`src/rtl/video_pkg.sv`:
```
// Shared timing constants, pattern encoding and bar colours for the video source.
package video_pkg;

  // 640x480@60, 25.175 MHz pixel clock
  localparam int H_ACTIVE_640 = 640;
  localparam int H_FP_640     = 16;
  localparam int H_SYNC_640   = 96;
  localparam int H_BP_640     = 48;
  localparam int V_ACTIVE_480 = 480;
  localparam int V_FP_480     = 10;
  localparam int V_SYNC_480   = 2;
  localparam int V_BP_480     = 33;

  typedef enum logic [1:0] {
    PAT_BARS  = 2'b00,
    PAT_RAMP  = 2'b01,
    PAT_CHECK = 2'b10,
    PAT_ANIM  = 2'b11
  } pattern_e;

  localparam logic [23:0] COL_WHITE   = 24'hFFFFFF;
  localparam logic [23:0] COL_YELLOW  = 24'hFFFF00;
  localparam logic [23:0] COL_CYAN    = 24'h00FFFF;
  localparam logic [23:0] COL_GREEN   = 24'h00FF00;
  localparam logic [23:0] COL_MAGENTA = 24'hFF00FF;
  localparam logic [23:0] COL_RED     = 24'hFF0000;
  localparam logic [23:0] COL_BLUE    = 24'h0000FF;
  localparam logic [23:0] COL_BLACK   = 24'h000000;

  // Bar colour by index, left to right
  function automatic logic [23:0] bar_colour(input logic [2:0] idx);
    logic [23:0] col;
    case (idx)
      3'd0:    col = COL_WHITE;
      3'd1:    col = COL_YELLOW;
      3'd2:    col = COL_CYAN;
      3'd3:    col = COL_GREEN;
      3'd4:    col = COL_MAGENTA;
      3'd5:    col = COL_RED;
      3'd6:    col = COL_BLUE;
      default: col = COL_BLACK;
    endcase
    return col;
  endfunction

endpackage

```
`src/rtl/video_counter.sv`:
```
// Raster h/v counters with combinational sync, active and frame-start decode.
// All decode outputs describe the pixel the counters hold this cycle; the
// parent registers them so every output lines up.
module video_counter
  import video_pkg::*;
#(
  parameter int H_ACTIVE = H_ACTIVE_640,
  parameter int H_FP     = H_FP_640,
  parameter int H_SYNC   = H_SYNC_640,
  parameter int H_BP     = H_BP_640,
  parameter int V_ACTIVE = V_ACTIVE_480,
  parameter int V_FP     = V_FP_480,
  parameter int V_SYNC   = V_SYNC_480,
  parameter int V_BP     = V_BP_480
) (
  input  logic        clk,
  input  logic        rst_n,
  output logic [11:0] h_cnt,
  output logic [11:0] v_cnt,
  output logic        line_end,
  output logic        frame_end,
  output logic        hs_on,
  output logic        vs_on,
  output logic        active,
  output logic        frame_start
);

  // 13-bit compare constants so a sync window ending exactly at 4096 still works
  localparam logic [12:0] H_ACT    = 13'(H_ACTIVE);
  localparam logic [12:0] HS_START = 13'(H_ACTIVE + H_FP);
  localparam logic [12:0] HS_END   = 13'(H_ACTIVE + H_FP + H_SYNC);
  localparam logic [12:0] H_LAST   = 13'(H_ACTIVE + H_FP + H_SYNC + H_BP - 1);
  localparam logic [12:0] V_ACT    = 13'(V_ACTIVE);
  localparam logic [12:0] VS_START = 13'(V_ACTIVE + V_FP);
  localparam logic [12:0] VS_END   = 13'(V_ACTIVE + V_FP + V_SYNC);
  localparam logic [12:0] V_LAST   = 13'(V_ACTIVE + V_FP + V_SYNC + V_BP - 1);

  logic [11:0] h_cnt_q, h_cnt_d;
  logic [11:0] v_cnt_q, v_cnt_d;
  logic [12:0] h_ext, v_ext;

  // Next-count and window decode for the current pixel
  always_comb begin
    h_ext       = {1'b0, h_cnt_q};
    v_ext       = {1'b0, v_cnt_q};
    line_end    = (h_ext == H_LAST);
    frame_end   = line_end && (v_ext == V_LAST);
    h_cnt_d     = line_end ? 12'd0 : h_cnt_q + 12'd1;
    v_cnt_d     = v_cnt_q;
    if (frame_end) begin
      v_cnt_d = 12'd0;
    end else if (line_end) begin
      v_cnt_d = v_cnt_q + 12'd1;
    end
    hs_on       = (h_ext >= HS_START) && (h_ext < HS_END);
    vs_on       = (v_ext >= VS_START) && (v_ext < VS_END);
    active      = (h_ext < H_ACT) && (v_ext < V_ACT);
    frame_start = (h_cnt_q == 12'd0) && (v_cnt_q == 12'd0);
  end

  // Counter state
  always_ff @(posedge clk or negedge rst_n) begin
    if (!rst_n) begin
      h_cnt_q <= 12'd0;
      v_cnt_q <= 12'd0;
    end else begin
      h_cnt_q <= h_cnt_d;
      v_cnt_q <= v_cnt_d;
    end
  end

  assign h_cnt = h_cnt_q;
  assign v_cnt = v_cnt_q;

endmodule

```
`src/rtl/video_timing_gen.sv`:
```
// Raster timing and test-pattern source for the TMDS encoders: pattern latch,
// frame counter, pattern mux and a single aligned output register stage.
module video_timing_gen
  import video_pkg::*;
#(
  parameter int H_ACTIVE = H_ACTIVE_640,
  parameter int H_FP     = H_FP_640,
  parameter int H_SYNC   = H_SYNC_640,
  parameter int H_BP     = H_BP_640,
  parameter int V_ACTIVE = V_ACTIVE_480,
  parameter int V_FP     = V_FP_480,
  parameter int V_SYNC   = V_SYNC_480,
  parameter int V_BP     = V_BP_480,
  parameter bit HS_POL   = 1'b0,
  parameter bit VS_POL   = 1'b0
) (
  input  logic        clk,
  input  logic        rst_n,
  input  logic [1:0]  pattern_sel,
  output logic        hsync,
  output logic        vsync,
  output logic        active,
  output logic [11:0] x,
  output logic [11:0] y,
  output logic        frame_start,
  output logic [7:0]  red,
  output logic [7:0]  green,
  output logic [7:0]  blue,
  output logic [1:0]  ctrl0
);

  localparam logic [11:0] BAR_LAST = 12'(H_ACTIVE / 8 - 1);

  logic [11:0] c_h, c_v;
  logic        c_line_end, c_frame_end, c_hs_on, c_vs_on, c_active, c_frame_start;

  video_counter #(
    .H_ACTIVE(H_ACTIVE), .H_FP(H_FP), .H_SYNC(H_SYNC), .H_BP(H_BP),
    .V_ACTIVE(V_ACTIVE), .V_FP(V_FP), .V_SYNC(V_SYNC), .V_BP(V_BP)
  ) u_counter (
    .clk         (clk),
    .rst_n       (rst_n),
    .h_cnt       (c_h),
    .v_cnt       (c_v),
    .line_end    (c_line_end),
    .frame_end   (c_frame_end),
    .hs_on       (c_hs_on),
    .vs_on       (c_vs_on),
    .active      (c_active),
    .frame_start (c_frame_start)
  );

  pattern_e    pat_q, pat_d, pat_eff;
  logic [7:0]  frame_cnt_q, frame_cnt_d;
  logic [11:0] bar_rem_q, bar_rem_d;
  logic [2:0]  bar_idx_q, bar_idx_d;
  logic        hsync_q, hsync_d, vsync_q, vsync_d, active_q, active_d;
  logic        frame_start_q, frame_start_d;
  logic [11:0] x_q, x_d, y_q, y_d;
  logic [23:0] rgb_q, rgb_d;

  // Pattern selection, frame counter, bar tracking and pixel colour
  always_comb begin
    // At (0,0) the new request is used immediately so pixel (0,0) already
    // belongs to the new frame's pattern; otherwise the latched one holds.
    pat_eff     = c_frame_start ? pattern_e'(pattern_sel) : pat_q;
    pat_d       = pat_eff;
    frame_cnt_d = c_frame_end ? frame_cnt_q + 8'd1 : frame_cnt_q;

    // Bar-width down-counter aligned to the pixel the counters hold
    bar_rem_d = bar_rem_q - 12'd1;
    bar_idx_d = bar_idx_q;
    if (c_line_end) begin
      bar_rem_d = BAR_LAST;
      bar_idx_d = 3'd0;
    end else if (bar_rem_q == 12'd0) begin
      bar_rem_d = BAR_LAST;
      if (bar_idx_q != 3'd7) bar_idx_d = bar_idx_q + 3'd1;
    end

    x_d = c_active ? c_h : 12'd0;
    y_d = c_active ? c_v : 12'd0;

    case (pat_eff)
      PAT_BARS:  rgb_d = bar_colour(bar_idx_q);
      PAT_RAMP:  rgb_d = {x_d[7:0], x_d[7:0], x_d[7:0]};
      PAT_CHECK: rgb_d = (x_d[5] ^ y_d[5]) ? COL_WHITE : COL_BLACK;
      PAT_ANIM:  rgb_d = {frame_cnt_q, y_d[7:0], x_d[7:0]};
      default:   rgb_d = COL_BLACK;
    endcase
    if (!c_active) rgb_d = COL_BLACK;

    hsync_d       = c_hs_on ? HS_POL : ~HS_POL;
    vsync_d       = c_vs_on ? VS_POL : ~VS_POL;
    active_d      = c_active;
    frame_start_d = c_frame_start;
  end

  // Pattern state and output register stage
  always_ff @(posedge clk or negedge rst_n) begin
    if (!rst_n) begin
      pat_q         <= PAT_BARS;
      frame_cnt_q   <= 8'd0;
      bar_rem_q     <= BAR_LAST;
      bar_idx_q     <= 3'd0;
      hsync_q       <= ~HS_POL;
      vsync_q       <= ~VS_POL;
      active_q      <= 1'b0;
      frame_start_q <= 1'b0;
      x_q           <= 12'd0;
      y_q           <= 12'd0;
      rgb_q         <= 24'd0;
    end else begin
      pat_q         <= pat_d;
      frame_cnt_q   <= frame_cnt_d;
      bar_rem_q     <= bar_rem_d;
      bar_idx_q     <= bar_idx_d;
      hsync_q       <= hsync_d;
      vsync_q       <= vsync_d;
      active_q      <= active_d;
      frame_start_q <= frame_start_d;
      x_q           <= x_d;
      y_q           <= y_d;
      rgb_q         <= rgb_d;
    end
  end

  assign hsync       = hsync_q;
  assign vsync       = vsync_q;
  assign active      = active_q;
  assign frame_start = frame_start_q;
  assign x           = x_q;
  assign y           = y_q;
  assign red         = rgb_q[23:16];
  assign green       = rgb_q[15:8];
  assign blue        = rgb_q[7:0];
  assign ctrl0       = {vsync_q, hsync_q};

endmodule
```
`config.mk`:
```
export PLATFORM = sky130hd
export DESIGN_NAME = video_timing_gen
export DESIGN_NICKNAME = d
export VERILOG_FILES = /design/src/rtl/video_pkg.sv /design/src/rtl/video_counter.sv /design/src/rtl/video_timing_gen.sv
export SDC_FILE = /design/constraint.sdc
export NUM_CORES = 1
export LEC_CHECK = 0
export CAP_MARGIN = 40
export CORE_ASPECT_RATIO = 0.75
export CORE_UTILIZATION = 40
export CTS_BUF_LIST = sky130_fd_sc_hd__clkbuf_2
export CTS_CLUSTER_DIAMETER = 200
export CTS_CLUSTER_SIZE = 10
export DETAILED_ROUTE_END_ITERATION = 6
export PLACE_DENSITY_LB_ADDON = 0.12
export SYNTH_ARGS = -nofsm -noshare
export SYNTH_HDL_FRONTEND = slang
export SYNTH_SLANG_ARGS = --single-unit
```
`constraint.sdc`:
```
create_clock -name clk -period 2.8 [get_ports clk]
set_input_delay 0.56 -clock clk [delete_from_list [all_inputs] [get_ports clk]]
set_output_delay 0.56 -clock clk [all_outputs]
set_load 0.005 [all_outputs]
```
======== Word-level counts from Yosys, hierarchy flattened ========
Cells that the tools add are included.
word-level totals
  output and inout port bits .............. 54
  bits in registers ....................... 101
cells by class
  equal/unequal tests ..................... 12
  order comparisons ....................... 6
  bitwise logic cells ..................... 1
  mux-type cells .......................... 17
  reduce and logical (&&, ||, !) cells .... 14
  add/subtract/negate cells ............... 5
operators with widths
  kind                                                                  count
  case mux 24 bit (7 select lines)                                      1
  case mux 24 bit (4 select lines)                                      1
  two-way mux 12 bit                                                    7
  two-way mux 24 bit                                                    2
  zero test 12 bit                                                      3
  adder 12 x 1 -> 12 bit (second input constant)                        2
  equality test 12 x 10 -> 1 bit (second input constant)                2
  < comparator 12 x 10 -> 1 bit (second input constant)                 2
  < comparator 12 x 9 -> 1 bit (second input constant)                  2
  greater-or-equal comparator 12 x 10 -> 1 bit (second input constant)  1
  greater-or-equal comparator 12 x 9 -> 1 bit (second input constant)   1
  subtractor 12 x 1 -> 12 bit (second input constant)                   1
  equality test 3 bit (second input constant)                           3
  two-way mux 3 bit                                                     3
  adder 8 x 1 -> 8 bit (second input constant)                          1
  equality test 3 x 2 -> 1 bit (second input constant)                  2
  nonzero test 2 bit                                                    3
  logical AND 1 bit                                                     5
  equality test 2 bit (second input constant)                           2
  adder 3 x 1 -> 3 bit (second input constant)                          1
  equality test 3 x 1 -> 1 bit (second input constant)                  1
  zero test 3 bit                                                       1
  inequality test 3 bit (second input constant)                         1
  equality test 2 x 1 -> 1 bit (second input constant)                  1
  5 further kinds                                                       6

======== Depth between registers and ports, before layout ========
Gate-level depths: netlist of the first run.
  word-level depth ........................ 7
  mapped depth ............................ 9
  depth with buffers taken out ............ 8

======== Modules after synthesis ========
Synthesis of the first run repeated with hierarchy kept, for this count alone.
second synthesis, totals
  cell total of the unflattened synthesis .. 412
  area, all modules ....................... 4,468.0 µm²
by module, submodules not included
  module            times used  cells an instance  area an instance (µm²)
  video_timing_gen  1           274                3,134.3
  video_counter     1           138                1,333.8

======== Least setup slack after synthesis of the first run ========
OpenSTA, ideal clock, no wires.
  path kind ............................... register to register
  start ................................... reg u_counter.h_cnt_q[0], in the netlist u_counter.h_cnt[0]
  end ..................................... reg rgb_q[21]
  stages on the path, launching flop included .. 9
  arrival time ............................ 2.420 ns
  required time ........................... 2.714 ns
  path buffers ............................ 0
  setup slack ............................. 0.294 ns
  path through ............................ dfrtp_1 > inv_1 > ha_1 > or4b_1 > or2_1 > nor3_4 > mux2i_1 > o21ai_2 > nor3_1
between the ends
  cells in the longest elaborated chain, start to end .. 7
ends and longest elaborated chain
  element                                RTL line                                        text
  start: declaration                     video_counter.sv:38                             logic [11:0] h_cnt_q, h_cnt_d;
  start signal: assignment               video_counter.sv:67                             h_cnt_q <= h_cnt_d;
  < comparator 12 x 10 -> 1 bit          video_counter.sv:57                             active = (h_ext < H_ACT) && (v_ext < V_ACT);
  logical AND 1 bit                      video_counter.sv:57
  two-way mux 12 bit (on tied branches)  video_timing_gen.sv:81, video_timing_gen.sv:82
  bitwise XOR 1 bit                      video_timing_gen.sv:87                          PAT_CHECK: rgb_d = (x_d[5] ^ y_d[5]) ? COL_WHITE : COL_BLACK;
  two-way mux 24 bit                     video_timing_gen.sv:87
  case mux 24 bit (4 select lines)       video_timing_gen.sv:84                          case (pat_eff)
  two-way mux 24 bit (*)                 video_timing_gen.sv:91                          if (!c_active) rgb_d = COL_BLACK;
  via rgb_d[21]                          video_timing_gen.sv:60                          logic [23:0] rgb_q, rgb_d;
  end signal: assignment                 video_timing_gen.sv:124                         rgb_q <= rgb_d;
  end: declaration                       video_timing_gen.sv:60
Mark *: on every way through the listed nets, which the timed path passes. The rest lies on a longest branch.
A chain may end at the register's enable or synchronous reset.

======== Worst setup path in the final report of the first run ========
  start ................................... reg u_counter.h_cnt_q[1], in the netlist u_counter.h_cnt[1]
  end ..................................... reg rgb_q[21]
RTL lines
  element                                      RTL line                text
  zero test 12 bit (*)                         video_counter.sv:58     frame_start = (h_cnt_q == 12'd0) && (v_cnt_q == 12'd0);
  logical AND 1 bit (*)                        video_counter.sv:58
  two-way mux 2 bit (*)                        video_timing_gen.sv:66  pat_eff = c_frame_start ? pattern_e'(pattern_sel) : pat_q;
  via pat_d[0]                                 video_timing_gen.sv:53  pattern_e pat_q, pat_d, pat_eff;
  equality test 2 bit (tied with other cells)  video_timing_gen.sv:84
  case mux 24 bit (4 select lines) (*)         video_timing_gen.sv:84
  two-way mux 24 bit (*)                       video_timing_gen.sv:91
  via rgb_d[21]                                video_timing_gen.sv:60
Marks and branches as above.

==> results of run 1 <==
[synthesized netlist by cell type, types with 2 or more instances]
cell and instances:
inv_1 17, buf_4 2, o21ai_2 2, clkbuf_1 12, nor2b_1 4, xor2_1 12, ha_1 13, o31ai_1 2
and4_1 2, nand2b_1 5, nor4_1 3, or3_1 3, or4_1 4, nand2_1 57, nor3_1 10, and3_1 10
buf_6 2, xnor2_1 19, o21ai_0 17, nor2_1 36, and2_1 16, a22oi_1 3, dfstp_2 7, a21oi_1 27
mux2i_1 5, dfrtp_1 94, nand4_1 12, nand3_1 21
[flip-flops by register name, indices dropped and copies added, names as in the netlist]
signal / cells
active: 1
bar_idx_q: 3
bar_rem_q: 12
frame_cnt_q: 8
frame_start: 1
hsync: 1
pat_q: 2
rgb_q: 24
u_counter.h_cnt: 12
u_counter.v_cnt: 12
vsync: 1
x: 12
y: 12
[logic make-up after synthesis]
family / count (synthesis) / synth area share
xor+xnor: 31 / 0.0595
flops: 101 / 0.555
mux: 7 / 0.0167
simple gates: 192 / 0.219
fa+ha+maj: 13 / 0.0356
compound gates: 59 / 0.0786
other cells: 1 / 0.000821
buf+inv: 35 / 0.0340
[cell type report]
cell class	instances	share of cell area
clock buffers	9	0.00812
clock inverters	7	0.0219
inverters	17	0.0115
multi-input cells	307	0.341
flip-flops and latches	101	0.457
well taps	140	0.0316
repair buffers	75	0.129
[per-stage QoR]
step | power (mW) | cells | area [µm²] | utilization
3_3_place_gp | 1.68 | 639 | 5370 | 0.487
6_report | 2.56 | 656 | 5550 | 0.503
3_5_place_dp | 1.68 | 639 | 5370 | 0.487
4_1_cts | 2.59 | 656 | 5550 | 0.503
2_1_floorplan | 1.57 | 443 | 4580 | -
5_1_grt | 2.68 | 656 | 5550 | 0.503
[per-layer routing]
metal	up-vias	wire length [µm]
li1	1622	-
met1	1591	5250
met2	89	4230
met3	12	470
met4	0	163
met5	-	0
[power by group]
part           switching, mW  internal, mW  leakage, nW
clock network          0.513         0.392       0.0969
logic                 0.0780        0.0735         1.14
registers             0.0126          1.49         1.26
total                  0.604          1.96         2.50
[worst max path at each step]
stage	from	to	slack [ns]	depth (start not counted)
2_1_floorplan	u_counter.h_cnt[0]$_DFF_PN0_	rgb_q[21]$_DFF_PN0_	0.29	8
3_3_place_gp	u_counter.h_cnt[1]$_DFF_PN0_	rgb_q[21]$_DFF_PN0_	0.25	8
3_5_place_dp	u_counter.h_cnt[1]$_DFF_PN0_	rgb_q[21]$_DFF_PN0_	0.18	8
4_1_cts	u_counter.h_cnt[1]$_DFF_PN0_	rgb_q[21]$_DFF_PN0_	0.15	8
5_1_grt	u_counter.h_cnt[1]$_DFF_PN0_	rgb_q[21]$_DFF_PN0_	0.006	8
6_report	u_counter.h_cnt[1]$_DFF_PN0_	rgb_q[21]$_DFF_PN0_	0.16	8
==> metrics.txt, run 1 <==
reg2reg start u_counter.h_cnt[1]$_DFF_PN0_; Syn-to-layout area delta 21.5%; total routed wirelength 10.1 mm; VDD IR-drop max 439 µV; DRT iter0 DRCs 283; failing checks DRC; Worst Skew 0.0355 ns; synth unique cells 50; max-slew violations 0; number of hold violations in the final report 0; Synth async-reset ratio 1.00; Top Family by Delay on Critical Path simple AND/OR/NAND/NOR gates; Layout Nets 528; CP Buf/Inv Count 1; Fmax achieved 379 MHz; Hold Crit Class input port to async pin; Crit Path Class register to register; Rows 33; Post-route DRC 5; Hold Worst Slack 0.423 ns; hold-fix buffer count after cts 1; WP data required 3.32 ns; # setup viols final 0; DIE WIDTH 125 µm; GR Overflow Total 0; GP Congestion 0.862; Yosys top cell by area dfrtp_1; Critical Path Sink Type register; worst-case clock buffer depth 2; leading cell type in the layout, fill and taps excluded dfrtp_1; # diodes 0; Final WS setup 0.160 ns; top cell type's share of synthesized area 0.515; CP max stage cell dfrtp_1; Yosys reg bits 101; # port buffers 57; Min Clock Period, post-route 2.64 ns; Register Area 2540 µm²; Sum Neg Setup Slack 0 ns; Cell Area, Synth 4570 µm²; global route hottest layer met2; first-pass GRT wire length 17.0 mm; die area 11900 µm²; Initial Util 0.414; number of fill cells 996; status finished with violations; initial antenna violation count 0; Post-CTS Setup Inserts 0; RSZ-0062 raised after global routing no; HPWL Detailed 7.20 mm; FF-to-FF setup slack 0.16 ns; Critical Path Fanout Max 9; Post-DRT Antenna Nets 0; via/cell ratio 5.05; commonest non-fill, non-tap cells in the layout dfrtp_1, nand2_1, clkdlybuf4s50_1; routed len/inst 15.4 µm; Skew-Pair Late Insertion Delay 0.63 ns; Inserted Clock Buffers 9; drt pass-1 iters 7; vias in the first global route 3289; Multi-input gate area 1890 µm²; met2 Track Usage GR 0.271; Core ar. 11000 µm²; CTS tree built; period utilization 0.943; syn_area_per_cell 10.4 µm²; pre-CTS setup slack 0.178 ns; Total GRT Usage 0.188; largest net degree at the start of global routing 55; share of cells above drive strength 1 0.103; cells after synthesis 439; crit path cell chain inv_1 -> ha_1 -> or4b_1 -> or2_1 -> or3_1 -> mux2_4 -> a22oi_1 -> nor3_1; terminus of the critical flop-to-flop path rgb_q[21]$_DFF_PN0_; Pleak 2.50 nW; transition time of the tightest slew-check pin 0.640 ns; Sink Count 101; max_cap viols 0; sequential cell area fraction in the yosys report 0.555; chip height 94.5 µm; CP arrival 3.16 ns; clock tree root driver cell clkbuf_2; Post-synth top flop dfrtp_1; pwr dens 461 nW/µm²; # resized after CTS 0; met3 Resource Use GR 0.0516; peak per-stage delay on the critical path 0.50 ns; IO Pins 58; slew margin rel. 0.573; CTS H-tree lvls 3; Post-synth EDFFs 0; top post-synthesis cells by area dfrtp_1, nand2_1, dfstp_2; synth warn 0; vias 3314; cells on worst reg2reg path 8; GR Layer Usage met1 0.270; crit start category register; clock slew at reported path FFs 0.29 ns
No activity file was read; power rests on OpenSTA's default activity.
==> inputs of run 2 (changes only) <==
ABC_CLOCK_PERIOD_IN_PS = 2800   (was unset)
CORE_UTILIZATION = 55   (was 40)
==> run 2 against run 1 <==
Effect of this change: the flow now finishes without violations; register-to-register slack improved by 0.02 ns; combinational power about the same; cell count decreased by 5.6%; count of clock-buffer cells in the layout increased by 2; sequential share of layout area increased by 0.98 points; clock skew decreased by 0.0024 ns; maximum frequency increased by 0.85%; hold slack improved by 0.071 ns; critical path depth unchanged; wire length decreased by 5.4%; critical path type unchanged; highest routed layer unchanged.
==> metrics.txt, run 2 (synthesized netlist as in run 1, its figures left out) <==
GP Congestion 0.907; Inserted Clock Buffers 9; Hold Crit Class register to register; Rows 28; vias in the first global route 3214; drt pass-1 iters 5; # resized after CTS 0; Sw Share 0.234; IO Pins 58; cell-internal power 1.77 mW; max FFs per register 24; max-slew violations 0; worst-case clock buffer depth 2; Critical Path Fanout Max 9; Post-route DRC 0; terminating pin of the worst hold path frame_cnt_q[7]$_DFFE_PN0P_; clock tree root driver cell clkbuf_2; DIE WIDTH 107 µm; Total GRT Usage 0.242; via/cell ratio 5.47; # port buffers 57; Crit Path Class register to register; GR Overflow Total 0; period utilization 0.935; Switch Pwr 0.541 mW; slew margin rel. 0.624; Critical Path Sink Type register; WP data required 3.28 ns; leading cell type in the layout, fill and taps excluded dfrtp_1; first-pass GRT wire length 15.9 mm; CP arrival 3.09 ns; commonest non-fill, non-tap cells in the layout dfrtp_1, nand2_1, clkdlybuf4s50_1; Skew-Pair Late Insertion Delay 0.58 ns; Initial Util 0.574; Worst Skew 0.0331 ns; initial antenna violation count 0; largest net degree at the start of global routing 102; # setup viols final 0; # diodes 0; Fmax achieved 382 MHz; die area 8680 µm²; max_cap viols 0; crit start category register; CTS H-tree lvls 3; number of hold violations in the final report 0; Clock Power Share 0.285; DRT iter0 DRCs 294; chip height 80.9 µm; Layout Nets 526; Min-Delay Path Depth 1; hold-fix buffer count after cts 1; reg2reg start u_counter.h_cnt[0]$_DFF_PN0_; Min Clock Period, post-route 2.62 ns; Hold Worst Slack 0.494 ns; share of cells above drive strength 1 0.0953; pwr dens 426 nW/µm²; Pleak 2.46 nW; Largest Register rgb_q; Syn-to-layout area delta 19.0%; RSZ-0062 raised after global routing no; HPWL Detailed 6.92 mm; CTS tree built; number of fill cells 620; vias 3387; sequential share of power 0.650; Post-CTS Setup Inserts 0; FF-to-FF setup slack 0.18 ns; min-delay src frame_cnt_q[7]$_DFFE_PN0P_; Core ar. 7950 µm²; Sink Count 101; routed len/inst 15.5 µm; Sum Neg Setup Slack 0 ns; clock slew at reported path FFs 0.23 ns; total routed wirelength 9.57 mm; Comb pwr share 0.065; transition time of the tightest slew-check pin 0.564 ns; status finished clean; Post-DRT Antenna Nets 0; VDD IR-drop max 308 µV; terminus of the critical flop-to-flop path rgb_q[21]$_DFF_PN0_; cells on worst reg2reg path 8
## run 2: changes by cell type in the layout (fill, tap and decap cells not counted)
cell / previous run / this run
clkinv_2: 1 / 0
clkinv_1: 0 / 2
inv_6: 2 / 0
clkinvlp_4: 0 / 1
clkbuf_2: 9 / 11
bufinv_16: 3 / 1
buf_4: 17 / 15
## run 2: layout make-up
| cell class | instances | area [µm²] | area share |
|---|---|---|---|
| Tap cell | 105 | 131 | 0.0242 |
| Multi-Input combinational cell | 307 | 1890 | 0.348 |
| Inverter | 17 | 63.8 | 0.0117 |
| Clock buffer | 11 | 55.1 | 0.0101 |
| Timing Repair Buffer | 73 | 703 | 0.129 |
| Sequential cell | 101 | 2540 | 0.467 |
| Clock inverter | 5 | 53.8 | 0.00990 |
## run 2: worst max-delay path, cell delays in order, from the launching register on
cell and delay (ns):
dfrtp_1 0.50, inv_1 0.09, ha_1 0.13, or4b_1 0.45, or2_1 0.26, or3_1 0.44, mux2_4 0.40, a22oi_1 0.20
nor3_1 0.06
## run 2: power groups by stage
stage                     Sequential [mW]  Combinational, mW  Clock [mW]
final                                1.50              0.150       0.661
after detailed placement             1.53              0.150           0
after global routing                 1.51              0.166       0.731
after global placement               1.53              0.147           0
after floorplan                      1.53             0.0414           0
after CTS                            1.50              0.151       0.676
## run 2: worst max path at each step
stage	from	end	slack, ns	depth (start not counted)
6_report	u_counter.h_cnt[0]$_DFF_PN0_	rgb_q[21]$_DFF_PN0_	0.18	8
5_1_grt	u_counter.h_cnt[1]$_DFF_PN0_	rgb_q[7]$_DFF_PN0_	0.02	9
4_1_cts	u_counter.h_cnt[0]$_DFF_PN0_	rgb_q[7]$_DFF_PN0_	0.18	9
3_5_place_dp	u_counter.h_cnt[0]$_DFF_PN0_	rgb_q[21]$_DFF_PN0_	0.21	8
3_3_place_gp	u_counter.h_cnt[0]$_DFF_PN0_	rgb_q[21]$_DFF_PN0_	0.27	8
2_1_floorplan	u_counter.h_cnt[0]$_DFF_PN0_	rgb_q[21]$_DFF_PN0_	0.29	8
## run 2: routing by layer
metal | GRT usage | wire length (µm) | up-vias
li1 | - | - | 1622
met5 | 0 | 0 | -
met1 | 0.345 | 4420 | 1621
met2 | 0.372 | 4240 | 126
met4 | 0.0767 | 136 | 0
met3 | 0.0562 | 769 | 18
## run 2: metrics by stage
stage / std cells / setup WS, ns / area (µm²) / util / power (mW)
4_1_cts: 619 / 0.178 / 5430 / 0.683 / 2.33
3_3_place_gp: 602 / 0.275 / 5320 / 0.668 / 1.68
6_report: 619 / 0.182 / 5430 / 0.683 / 2.31
2_1_floorplan: 443 / 0.294 / 4580 / - / 1.57
3_5_place_dp: 602 / 0.213 / 5320 / 0.668 / 1.68
5_1_grt: 619 / 0.0179 / 5430 / 0.683 / 2.41
